**src/rtl/johnson_pkg.sv**
```systemverilog
// Shared definitions for Johnson-ring consumers: lock FSM encoding and limits.
package johnson_pkg;

  localparam int N_DEFAULT = 4;
  localparam int ERR_MAX   = 255;

  typedef enum logic [1:0] {
    SEARCH  = 2'd0,
    ACQUIRE = 2'd1,
    LOCKED  = 2'd2
  } lock_state_e;

endpackage

```
**src/rtl/johnson_code_check.sv**
```systemverilog
// Combinational Johnson code classifier: flags legal codes and maps them to
// their ring index (0..2N-1).
module johnson_code_check #(
  parameter int N  = 4,
  parameter int IW = $clog2(2*N)
) (
  input  logic [N-1:0]  code_i,
  output logic          legal_o,
  output logic [IW-1:0] idx_o
);

  localparam int           TWO_N = 2*N;
  localparam logic [N-1:0] ONES  = '1;

  logic [N:0] lo_hit;
  logic [N:0] hi_hit;

  // Pattern gi holds gi ones, filled either from bit 0 or from bit N-1.
  genvar gi;
  generate
    for (gi = 0; gi <= N; gi++) begin : g_pat
      localparam logic [N-1:0] LO_PAT = ONES >> (N - gi);
      localparam logic [N-1:0] HI_PAT = ~(ONES >> gi);
      assign lo_hit[gi] = (code_i == LO_PAT);
      assign hi_hit[gi] = (code_i == HI_PAT);
    end
  endgenerate

  always_comb begin
    legal_o = 1'b0;
    idx_o   = '0;
    for (int p = 0; p <= N; p++) begin
      if (lo_hit[p] || hi_hit[p]) begin
        legal_o = 1'b1;
        idx_o   = code_i[0] ? IW'(p) : IW'((TWO_N - p) % TWO_N);
      end
    end
  end

endmodule

```
**src/rtl/johnson_decoder.sv**
```systemverilog
// Re-registers a Johnson code, decodes it to index/one-hot, and tracks ring
// lock with successor checking and a saturating sequence-error counter.
module johnson_decoder
  import johnson_pkg::*;
#(
  parameter int N        = N_DEFAULT,
  parameter int LOCK_CNT = 4,
  parameter int IW       = $clog2(2*N)
) (
  input  logic            clk,
  input  logic            n_rst,
  input  logic [N-1:0]    j_in,
  input  logic            clr_err,
  output logic [IW-1:0]   idx_out,
  output logic [2*N-1:0]  onehot_out,
  output logic            valid_out,
  output logic            locked,
  output logic            seq_err,
  output logic [7:0]      err_cnt
);

  localparam int               TWO_N   = 2*N;
  localparam logic [TWO_N-1:0] ONE_HOT = TWO_N'(1);

  logic [N-1:0]     j_q;
  logic [IW-1:0]    idx_q;
  logic [TWO_N-1:0] onehot_q;
  logic             valid_q;
  logic             seq_err_q;
  logic [7:0]       err_cnt_q;
  logic [IW-1:0]    prev_idx_q;
  logic             prev_ok_q;
  logic [3:0]       good_cnt_q;
  lock_state_e      state_q;

  logic             legal;
  logic [IW-1:0]    idx;
  logic [IW-1:0]    next_idx_d;
  logic             good_step_d;
  logic             seq_err_d;

  johnson_code_check #(
    .N  (N),
    .IW (IW)
  ) u_code_check (
    .code_i  (j_q),
    .legal_o (legal),
    .idx_o   (idx)
  );

  assign next_idx_d  = (prev_idx_q == IW'(TWO_N - 1)) ? '0 : prev_idx_q + IW'(1);
  assign good_step_d = legal && prev_ok_q && (idx == next_idx_d);
  // Any departure from the successor chain while locked is an error event.
  assign seq_err_d   = (state_q == LOCKED) && !good_step_d;

  always_ff @(posedge clk or negedge n_rst) begin
    if (!n_rst) begin
      j_q        <= '0;
      idx_q      <= '0;
      onehot_q   <= '0;
      valid_q    <= 1'b0;
      seq_err_q  <= 1'b0;
      err_cnt_q  <= '0;
      prev_idx_q <= '0;
      prev_ok_q  <= 1'b0;
      good_cnt_q <= '0;
      state_q    <= SEARCH;
    end else begin
      j_q       <= j_in;
      valid_q   <= legal;
      idx_q     <= legal ? idx : '0;
      onehot_q  <= legal ? (ONE_HOT << idx) : '0;
      seq_err_q <= seq_err_d;

      if (legal) begin
        prev_idx_q <= idx;
        prev_ok_q  <= 1'b1;
      end else begin
        prev_ok_q  <= 1'b0;
      end

      case (state_q)
        SEARCH: begin
          good_cnt_q <= '0;
          if (legal) state_q <= ACQUIRE;
        end
        ACQUIRE: begin
          if (!legal) begin
            state_q    <= SEARCH;
            good_cnt_q <= '0;
          end else if (good_step_d) begin
            good_cnt_q <= good_cnt_q + 4'd1;
            if (good_cnt_q == 4'(LOCK_CNT - 1)) state_q <= LOCKED;
          end else begin
            good_cnt_q <= '0;
          end
        end
        LOCKED: begin
          if (!legal) begin
            state_q    <= SEARCH;
            good_cnt_q <= '0;
          end else if (!good_step_d) begin
            state_q    <= ACQUIRE;
            good_cnt_q <= '0;
          end
        end
        default: begin
          state_q    <= SEARCH;
          good_cnt_q <= '0;
        end
      endcase

      if (clr_err) begin
        err_cnt_q <= '0;
      end else if (seq_err_d && (err_cnt_q != 8'(ERR_MAX))) begin
        err_cnt_q <= err_cnt_q + 8'd1;
      end
    end
  end

  assign idx_out    = idx_q;
  assign onehot_out = onehot_q;
  assign valid_out  = valid_q;
  assign locked     = (state_q == LOCKED);
  assign seq_err    = seq_err_q;
  assign err_cnt    = err_cnt_q;

endmodule

```
**config.mk**
```make
export PLATFORM = sky130hd
export DESIGN_NAME = johnson_decoder
export DESIGN_NICKNAME = d
export VERILOG_FILES = /design/src/rtl/johnson_pkg.sv /design/src/rtl/johnson_code_check.sv /design/src/rtl/johnson_decoder.sv
export SDC_FILE = /design/constraint.sdc
export NUM_CORES = 1
export LEC_CHECK = 0
export BUFFER_PORTS_ARGS = -buffer_cell sky130_fd_sc_hd__buf_2
export CAP_MARGIN = 5
export CORE_AREA = 2 2 60 62
export CTS_BUF_LIST = sky130_fd_sc_hd__clkbuf_8
export DETAILED_ROUTE_END_ITERATION = 8
export DIE_AREA = 0 0 62 64
export GPL_ROUTABILITY_DRIVEN = 1
export PLACE_DENSITY = 0.74
export SLEW_MARGIN = 20
export SYNTH_ARGS = -nofsm -noshare
export SYNTH_HDL_FRONTEND = slang
export SYNTH_HIERARCHICAL = 1
export SYNTH_SLANG_ARGS = --single-unit
```
**constraint.sdc**
```tcl
create_clock -name clk -period 2.15 [get_ports clk]
set_input_delay 0 -clock clk [delete_from_list [all_inputs] [get_ports clk]]
set_output_delay 0 -clock clk [all_outputs]
set_load 0.02 [all_outputs]
```
# Yosys cells after proc, flatten, opt, wreduce, memory -nomap -nowiden
# Index checks and enable logic that the tools add are counted.
# Widths: inputs -> output; s select.
[op_classes]
addsub = 3
eq_ne = 17
shift = 1
n_mux = 30
reduce_logical = 12
[op_table]
columns = ["cell", "count"]
rows = [
  ["$mux 3", 9],
  ["$mux 8", 3],
  ["$eq 4x4->1 const B", 4],
  ["$mux 4", 4],
  ["$mux 2", 6],
  ["$ne 3x3->1 const B", 3],
  ["$add 8x1->8 const B", 1],
  ["$eq 4x2->1 const B", 2],
  ["$ne 8x8->1 const B", 1],
  ["$pmux 4 s2", 1],
  ["$shl 1x3->8 const A", 1],
  ["$mux 1", 6],
  ["$pmux 2 s3", 1],
  ["$add 4x1->4 const B", 1],
  ["$eq 4x1->1 const B", 1],
  ["$eq 4x3->1 const B", 1],
  ["$logic_and 1x1->1", 4],
  ["$logic_not 4->1", 1],
  ["$reduce_and 4->1", 1],
  ["$add 3x1->3 const B", 1],
  ["$eq 3x3->1", 1],
  ["$eq 3x3->1 const B", 1],
  ["$logic_or 1x1->1", 3],
  ["$eq 2x1->1 const B", 1],
  ["other kinds (5)", 5],
]
[word_totals]
ff_bits = 35
in_bits = 7
out_inout_bits = 22
elab_cells = 73

# Longest topological paths before layout
# Gate-level depths: netlist of run 1.
[logic_depth]
depth_word = 13
depth_mapped = 9
depth_no_buf = 7

# Modules after synthesis
# Netlist of run 1, hierarchy kept.
[by_module_without_submodules]
columns = ["mod", "instances", "cells_per_inst", "area_each_um2", "seq_area_each_um2"]
rows = [
  ["johnson_decoder", 1, 132, 1519.0, 850.8],
  ["johnson_code_check", 1, 11, 86.3, 0.0],
]

# Worst setup path after synthesis of run 1
# Ideal clock, no wire load.
[synth_path]
kind = "reg-to-reg"
start = "register j_q[3]"
end = "register err_cnt_q[6], in the netlist err_cnt[6]"
setup_time_ns = 0.125
arrival_ns = 2.036
required_time_ns = 2.025
setup_slack_ns = -0.012
stages_incl_launch_ff = 10
path_buffers = 2
period_less_slack_ns = 2.162
cell_sequence = "dfrtp_1 or2b_1 mux2i_1 buf_4 xnor2_1 nand3_2 a31oi_4 buf_6 nor4_4 mux2_4"
[synth_between]
elab_chain_cells = 12
elab_cells_between_ends = 27
classes_between = "8 x eq/ne; 9 x mux; 10 x reduce/logical"
[synth_lines]
columns = ["element", "line", "text"]
rows = [
  ["start: declaration", "johnson_decoder.sv:25", "logic [N-1:0] j_q;"],
  ["start signal: assignment", "johnson_decoder.sv:69", "j_q <= j_in;"],
  ["$eq 4x1->1 or $eq 4x4->1 (tied branches)", "johnson_code_check.sv:24, johnson_code_check.sv:25", ""],
  ["$logic_or 1x1->1", "johnson_code_check.sv:33", "if (lo_hit[p] || hi_hit[p]) begin"],
  ["$mux 3 (3 in a row)", "johnson_code_check.sv:33", ""],
  ["$mux 3 (*)", "johnson_code_check.sv:33", ""],
  ["named net idx[1]", "johnson_decoder.sv:37", "logic [IW-1:0] idx;"],
  ["$eq 3x3->1 (*)", "johnson_decoder.sv:52", "assign good_step_d = legal && prev_ok_q && (idx == next_idx_d);"],
  ["$logic_and 1x1->1 (*)", "johnson_decoder.sv:52", ""],
  ["$logic_not 1->1 (*)", "n/a", ""],
  ["$logic_and 1x1->1 (*)", "johnson_decoder.sv:54", "assign seq_err_d = (state_q == LOCKED) && !good_step_d;"],
  ["$logic_and 1x1->1 (*)", "johnson_decoder.sv:115", "end else if (seq_err_d && (err_cnt_q != 8'(ERR_MAX))) begin"],
  ["$reduce_bool 2->1 (no line) (*)", "n/a", ""],
  ["end signal: assignment", "johnson_decoder.sv:116", "err_cnt_q <= err_cnt_q + 8'd1;"],
  ["end: declaration", "johnson_decoder.sv:30", "logic [7:0] err_cnt_q;"],
]
# The timed path passes the listed nets; every way through them passes the cells marked *.
# A chain may end at the register's enable or synchronous reset.

# Worst setup path in the final report of run 1
[layout_path]
start = "register j_q[0]"
end = "register err_cnt_q[5], in the netlist err_cnt[5]"
# The elaborated chain is that of the path after synthesis.

==> results of run 1 <==
layout by cell type, fill, tap and decap left out, types with 4 or more instances in the layout:
master         instances
dfrtp_1               34
buf_2                 28
buf_4                 14
nor2_1                 9
nand2_1                6
inv_1                  6
clkbuf_8               6
dlygate4sd3_1          6
nor2b_1                4
nand4_1                4
o31ai_1                4
a21oi_1                4
o21ai_0                4
nand3_1                4
mux2i_1                4
ha_1                   4
layout make-up:
class                      count  area [um^2]
sequential                    34          851
multi-input combinational     98          752
inverter                       5         18.8
timing repair buffer          51          339
fill                         263         1170
clock buffer                   6         82.6
clock inverter                 2         8.76
tap                           46         57.6
per-stage QoR:
stage | TNS [ns] | cell area (um^2) | util [%] | power (uW)
2_1_floorplan | 0 | 1610 | - | 801
3_3_place_gp | 0 | 1840 | 56.0 | 852
3_5_place_dp | -0.304 | 1840 | 56.0 | 861
4_1_cts | -0.288 | 2040 | 62.1 | 1360
5_1_grt | -1.43 | 2110 | 64.2 | 1450
6_report | -0.427 | 2110 | 64.2 | 1370
worst paths after layout:
check	from	to	slack, ns	depth (start not counted)
min reg2reg	prev_idx_q[1]	prev_idx_q[1]	0.53	1
max	j_q[0]	err_cnt[5]	-0.08	8
min in group clk	j_in[0]	j_q[0]	0.36	2
max in group asynchronous	n_rst	idx_out[0]	1.38	2
max reg2reg	j_q[0]	err_cnt[5]	-0.08	8
min	n_rst	j_q[0]	0.30	2
routing by layer:
metal	wire, um	track usage, %
met3	140	7.29
met5	0	0
met2	1630	29.7
met1	1440	24.1
met4	53	7.71
power groups by stage:
stage / sequential (uW) / clock, uW / combinational (uW)
finish: 680 / 477 / 210
floorplan: 704 / 0 / 97.0
global placement: 690 / 0 / 162
CTS: 679 / 487 / 192
global route: 684 / 534 / 229
detailed placement: 691 / 0 / 169
timing repair:
item	4_1_cts	5_1_grt
hold endpoints to repair	39	0
hold buffers	6	0
buffers inserted	3	3
gates resized for setup	4	10
endpoints found under the setup margin	9	11
pin swaps	5	7
gates cloned	1	0
kinds of logic after synthesis:
| group | count (synthesis) | share of synthesized area [%] |
|---|---|---|
| and+or+nand+nor | 56 | 21.0 |
| DFF | 34 | 53.0 |
| AOI/OAI and AO/OA | 24 | 10.4 |
| buffers and inverters | 12 | 4.13 |
| muxes | 8 | 5.53 |
| xor gates and xnor gates | 5 | 2.73 |
| adders and majority gates | 4 | 3.12 |
state kept, by name, indices dropped and copies added (netlist names), 2 cells and up:
| signal | flops |
|---|---|
| good_cnt_q | 4 |
| idx_out | 3 |
| prev_idx_q | 3 |
| state_q | 2 |
| err_cnt | 8 |
| j_q | 4 |
| onehot_out | 8 |
==> impl_metrics.env, run 1 <==
export IMPL_post_synth_net_total=154
export IMPL_vias_per_cell=5.24
export IMPL_synth_area_leaders="dfrtp_1 (53%), ha_1 (3.1%), mux2i_1 (2.5%)"
export IMPL_remaining_drc_errors=0
export IMPL_portBuffers=28
export IMPL_postRouteAntennaNets=0
export IMPL_global_placer_s_final_weighted_congestion=0.775
export IMPL_finalHoldViolCount=0
export IMPL_rows=21
export IMPL_cp_data_required_time_ns=2.32
export IMPL_synth_top_area_share_pct=53.0
export IMPL_worst_endpoint_arrival_ns=2.40
export IMPL_synth_seq_area_share_pct=53.0
export IMPL_cts_made_buffers=5
export IMPL_syn_area_per_cell_um2=11.2
export IMPL_run_status="finished, violations left"
export IMPL_critPathTopFamily="simple AND/OR/NAND/NOR gates"
export IMPL_critical_path_n_buffers_inverters=1
export IMPL_placeableCoreArea_um2=3280
export IMPL_grt_start_max_net_pins=35
export IMPL_postLayoutSetupSlackWorst_ns=-0.0802
export IMPL_pleak_uw=0.000997
export IMPL_number_of_antenna_violations_at_the_first_check_in_global_routing=0
export IMPL_timing_max_transition_violations_final=0
export IMPL_drt_total_wl_mm=3.26
export IMPL_ctsHtreeMaxLevel=2
export IMPL_hp_class="input pin to asynchronous set/reset pin"
export IMPL_clock_tree_buffer_depth=2
export IMPL_ys_warnings_count=6
export IMPL_placed_cells=221
export IMPL_synth_enable_flop_cells=0
export IMPL_ys_seq_elements=34
export IMPL_sequentialPowerShare_pct=49.7
export IMPL_num_io_pins=29
export IMPL_drt_iter0_drc=65
export IMPL_power_switching_uw=357
export IMPL_final_setup_skew_ns=0.00486
export IMPL_cts_clk_slew_worst_paths_ns=0.07
export IMPL_synth_most_common_cell="dfrtp_1"
export IMPL_cp_cell_sequence="or2b_1 -> mux2i_1 -> buf_4 -> or2_0 -> a211o_1 -> a31oi_4 -> nor4_2 -> mux2_2"
export IMPL_finalNonFillerCells=242
export IMPL_final_layout_size_suffix_gt1_share_pct=35.2
export IMPL_first_pass_grt_wire_length_mm=5.60
export IMPL_fin_worst_hold_slack_ns=0.303
export IMPL_netlist_top_cell_by_area="dfrtp_1"
export IMPL_ir_worst_vdd_mv=0.483
export IMPL_synth_area_um2=1610
export IMPL_max_slew_margin_pct=51.6
export IMPL_via_count=1267
export IMPL_critical_path_peak_fanout=5
export IMPL_powerDensity_nw_per_um2=648
export IMPL_grt_setup_unrepaired="true"
export IMPL_synthTopCellsByCount="dfrtp_1 (34), nor2_1 (10), a21oi_1 (7)"
export IMPL_initial_utilization_pct=48.9
export IMPL_chipWidth_um=62
export IMPL_cpPeakStageDelay_ns=0.39
export IMPL_cp_slowest_cell="dfrtp_1"
export IMPL_netlist_cell_type_count=45
export IMPL_routedWlPerCell_um=13.5
export IMPL_intPower_uw=1010
export IMPL_timing_final_crit_period_ns=2.23
export IMPL_dieArea_um2=3970
export IMPL_pwr_share_clk_pct=34.9
export IMPL_cts_sink_count=34
export IMPL_report_final_setup_viol=9
export IMPL_cts_root_buf="clkbuf_8"
export IMPL_asyncSetResetFlopFracSynth_pct=100
export IMPL_flow_area_growth_from_synthesis_pct=31.4
export IMPL_clock_latency_ns=0.29
export IMPL_number_of_maximum_capacitance_violations=0
export IMPL_overflow=0
export IMPL_timing_critical_path_to_type="flip-flop"
export IMPL_switching_share_pct=26.1
export IMPL_period_share_pct=104
export IMPL_num_antenna_cells=0
export IMPL_post_place_ws_ns=-0.0864
export IMPL_cts_tree="done"
export IMPL_timing_fmax_mhz=448
export IMPL_critical_path_startpoint_type="flip-flop"
export IMPL_chipHeight_um=64
export IMPL_detailed_place_hpwl_mm=2.12
export IMPL_drt_pass1_iterations=4
export IMPL_p_comb_share_pct=15.4
export IMPL_grt_pass1_vias=1261
export IMPL_gr_usage_all_layers_pct=19.3
export IMPL_synthesis_instances=143
export IMPL_finish_net_count=206
export IMPL_postSynth_topFlopCell="dfrtp_1"
export IMPL_violations="negative setup slack"
export IMPL_worst_slew_pin_slew_ns=0.726
export IMPL_critical_path_start_end_classification="flip-flop to flip-flop"
Note: power is estimated with default switching activity, not from simulation.
==> run 2, diff against run 1 <==
- CORE_AREA: 2 2 60 62 -> 2 2 55 57
- DIE_AREA: 0 0 62 64 -> 0 0 57 59
- PLACE_DENSITY: 0.74 -> 0.83
- clock period: 2.15 -> 2.8 ns (I/O delays scaled with it)
==> run 2 against run 1 <==
The flow now finishes without violations. Global-route usage is 0.79 points higher. Power is 22% lower. Via count shrank 4.4%. Critical endpoint unchanged. Largest cell class unchanged.
==> impl_metrics.env, run 2 (same netlist as run 1, synthesis figures left out) <==
export IMPL_cts_made_buffers=5
export IMPL_timing_max_transition_violations_final=0
export IMPL_dieArea_um2=3360
export IMPL_pwr_share_clk_pct=39.0
export IMPL_timing_critical_path_to_type="flip-flop"
export IMPL_global_placer_s_final_weighted_congestion=0.717
export IMPL_number_of_antenna_violations_at_the_first_check_in_global_routing=0
export IMPL_pleak_uw=0.000919
export IMPL_gr_usage_all_layers_pct=20.1
export IMPL_remaining_drc_errors=0
export IMPL_vias_per_cell=5.74
export IMPL_finish_net_count=190
export IMPL_clock_tree_buffer_depth=2
export IMPL_fillers=217
export IMPL_switching_share_pct=24.0
export IMPL_hp_class="input pin to flip-flop"
export IMPL_ctsHtreeMaxLevel=2
export IMPL_cts_root_buf="clkbuf_8"
export IMPL_most_used_cells_in_the_layout_excluding_fill_and_tap_cells="dfrtp_1 (34), buf_2 (28), nor2_1 (10)"
export IMPL_rows=19
export IMPL_clock_latency_ns=0.29
export IMPL_critical_path_peak_fanout=15
export IMPL_intPower_uw=808
export IMPL_period_share_pct=85.0
export IMPL_initial_utilization_pct=59.2
export IMPL_cts_tree="done"
export IMPL_report_final_setup_viol=0
export IMPL_timing_fmax_mhz=420
export IMPL_grt_start_max_net_pins=35
export IMPL_cts_sink_count=34
export IMPL_critical_path_start_end_classification="flip-flop to flip-flop"
export IMPL_first_pass_grt_wire_length_mm=5.09
export IMPL_final_setup_skew_ns=0.00456
export IMPL_timing_final_crit_period_ns=2.38
export IMPL_finalSetupTns_ns=0
export IMPL_chipHeight_um=59
export IMPL_layout_commonest_cell="dfrtp_1"
export IMPL_drt_pass1_iterations=4
export IMPL_cp_data_required_time_ns=2.98
export IMPL_ir_worst_vdd_mv=0.485
export IMPL_worst_slew_pin_slew_ns=0.723
export IMPL_cts_repair_resize_count=0
export IMPL_number_of_maximum_capacitance_violations=0
export IMPL_num_antenna_cells=0
export IMPL_placeableCoreArea_um2=2710
export IMPL_finalHoldViolCount=0
export IMPL_worst_endpoint_arrival_ns=2.56
export IMPL_cts_clk_slew_worst_paths_ns=0.07
export IMPL_power_switching_uw=255
export IMPL_placed_cells=198
export IMPL_critical_path_startpoint_type="flip-flop"
export IMPL_postRouteAntennaNets=0
export IMPL_p_comb_share_pct=11.9
export IMPL_powerDensity_nw_per_um2=554
export IMPL_flow_area_growth_from_synthesis_pct=19.6
export IMPL_drt_total_wl_mm=3.00
export IMPL_chipWidth_um=57
export IMPL_sequentialPowerShare_pct=49.1
export IMPL_detailed_place_hpwl_mm=1.98
export IMPL_grt_setup_unrepaired="false"
export IMPL_drt_iter0_drc=21
export IMPL_finalNonFillerCells=211
export IMPL_final_layout_size_suffix_gt1_share_pct=26.1
export IMPL_num_io_pins=29
export IMPL_routedWlPerCell_um=14.2
export IMPL_via_count=1211
export IMPL_grt_pass1_vias=1187
export IMPL_overflow=0
export IMPL_max_slew_margin_pct=51.8
export IMPL_run_status="finished, final reports clean"
export IMPL_portBuffers=28
## run 2: cell count changes in the layout (fill, tap and decap cells not counted), moves of 2 or more
cell	before	now
a21oi_1	4	7
buf_6	3	0
a21oi_2	3	0
buf_4	14	3
clkbuf_8	6	8
## run 2: final timing paths
kind | start | endpoint | slack, ns | cells past startpoint
min in group asynchronous | n_rst | idx_out[1] | 0.31 | 2
setup / recovery | j_q[3] | err_cnt[5] | 0.42 | 7
max in group asynchronous | n_rst | err_cnt[7] | 2.03 | 2
setup reg to reg | j_q[3] | err_cnt[5] | 0.42 | 7
hold reg to reg | prev_idx_q[1] | prev_idx_q[1] | 0.53 | 1
hold / removal | clr_err | err_cnt[3] | 0.01 | 2
## run 2: area by class of cell
class,count,area [um^2],share of cell area (%)
tap,31,38.8,2.02
inverter,5,18.8,0.978
multi-input combinational,97,688,35.9
sequential,34,851,44.3
timing repair buffer,36,213,11.1
clock buffer,8,110,5.74
## run 2: layer usage
layer / routed length [um] / global-route usage (%)
met5: 0 / 0
met1: 1290 / 23.9
met2: 1490 / 33.5
met4: 52 / 8.97
met3: 169 / 6.77
## run 2: through the flow
stage	total power [uW]	util, %	area [um^2]	hold WS [ns]	setup slack [ns]
floorplan	615	-	1610	-0.296	0.638
global placement	645	64.9	1760	0.0860	0.537
detailed placement	652	64.9	1760	0.0993	0.452
CTS	1080	70.8	1920	0.00159	0.436
global route	1110	70.8	1920	0.0189	0.235
finish	1060	70.8	1920	0.0100	0.420
## run 2: power by group through the flow
stage / clock, uW / sequential [uW] / combinational, uW
floorplan: 0 / 541 / 74.4
finish: 415 / 522 / 126
global route: 442 / 524 / 139
detailed placement: 0 / 531 / 121
global placement: 0 / 530 / 115
CTS: 426 / 522 / 127
## run 2: critical path, stage by stage (launching register included)
cell and delay (ns):
dfrtp_1 0.41, or2b_1 0.26, mux2i_1 0.33, or2_0 0.18, a211o_1 0.19, a31oi_4 0.19
nor4_1 0.35, mux2_2 0.37
## run 2: what timing repair did
item | 4_1_cts | 5_1_grt
hold buffers | 5 | 0
endpoints found under the hold margin | 38 | 0
setup buffers | 0 | 0
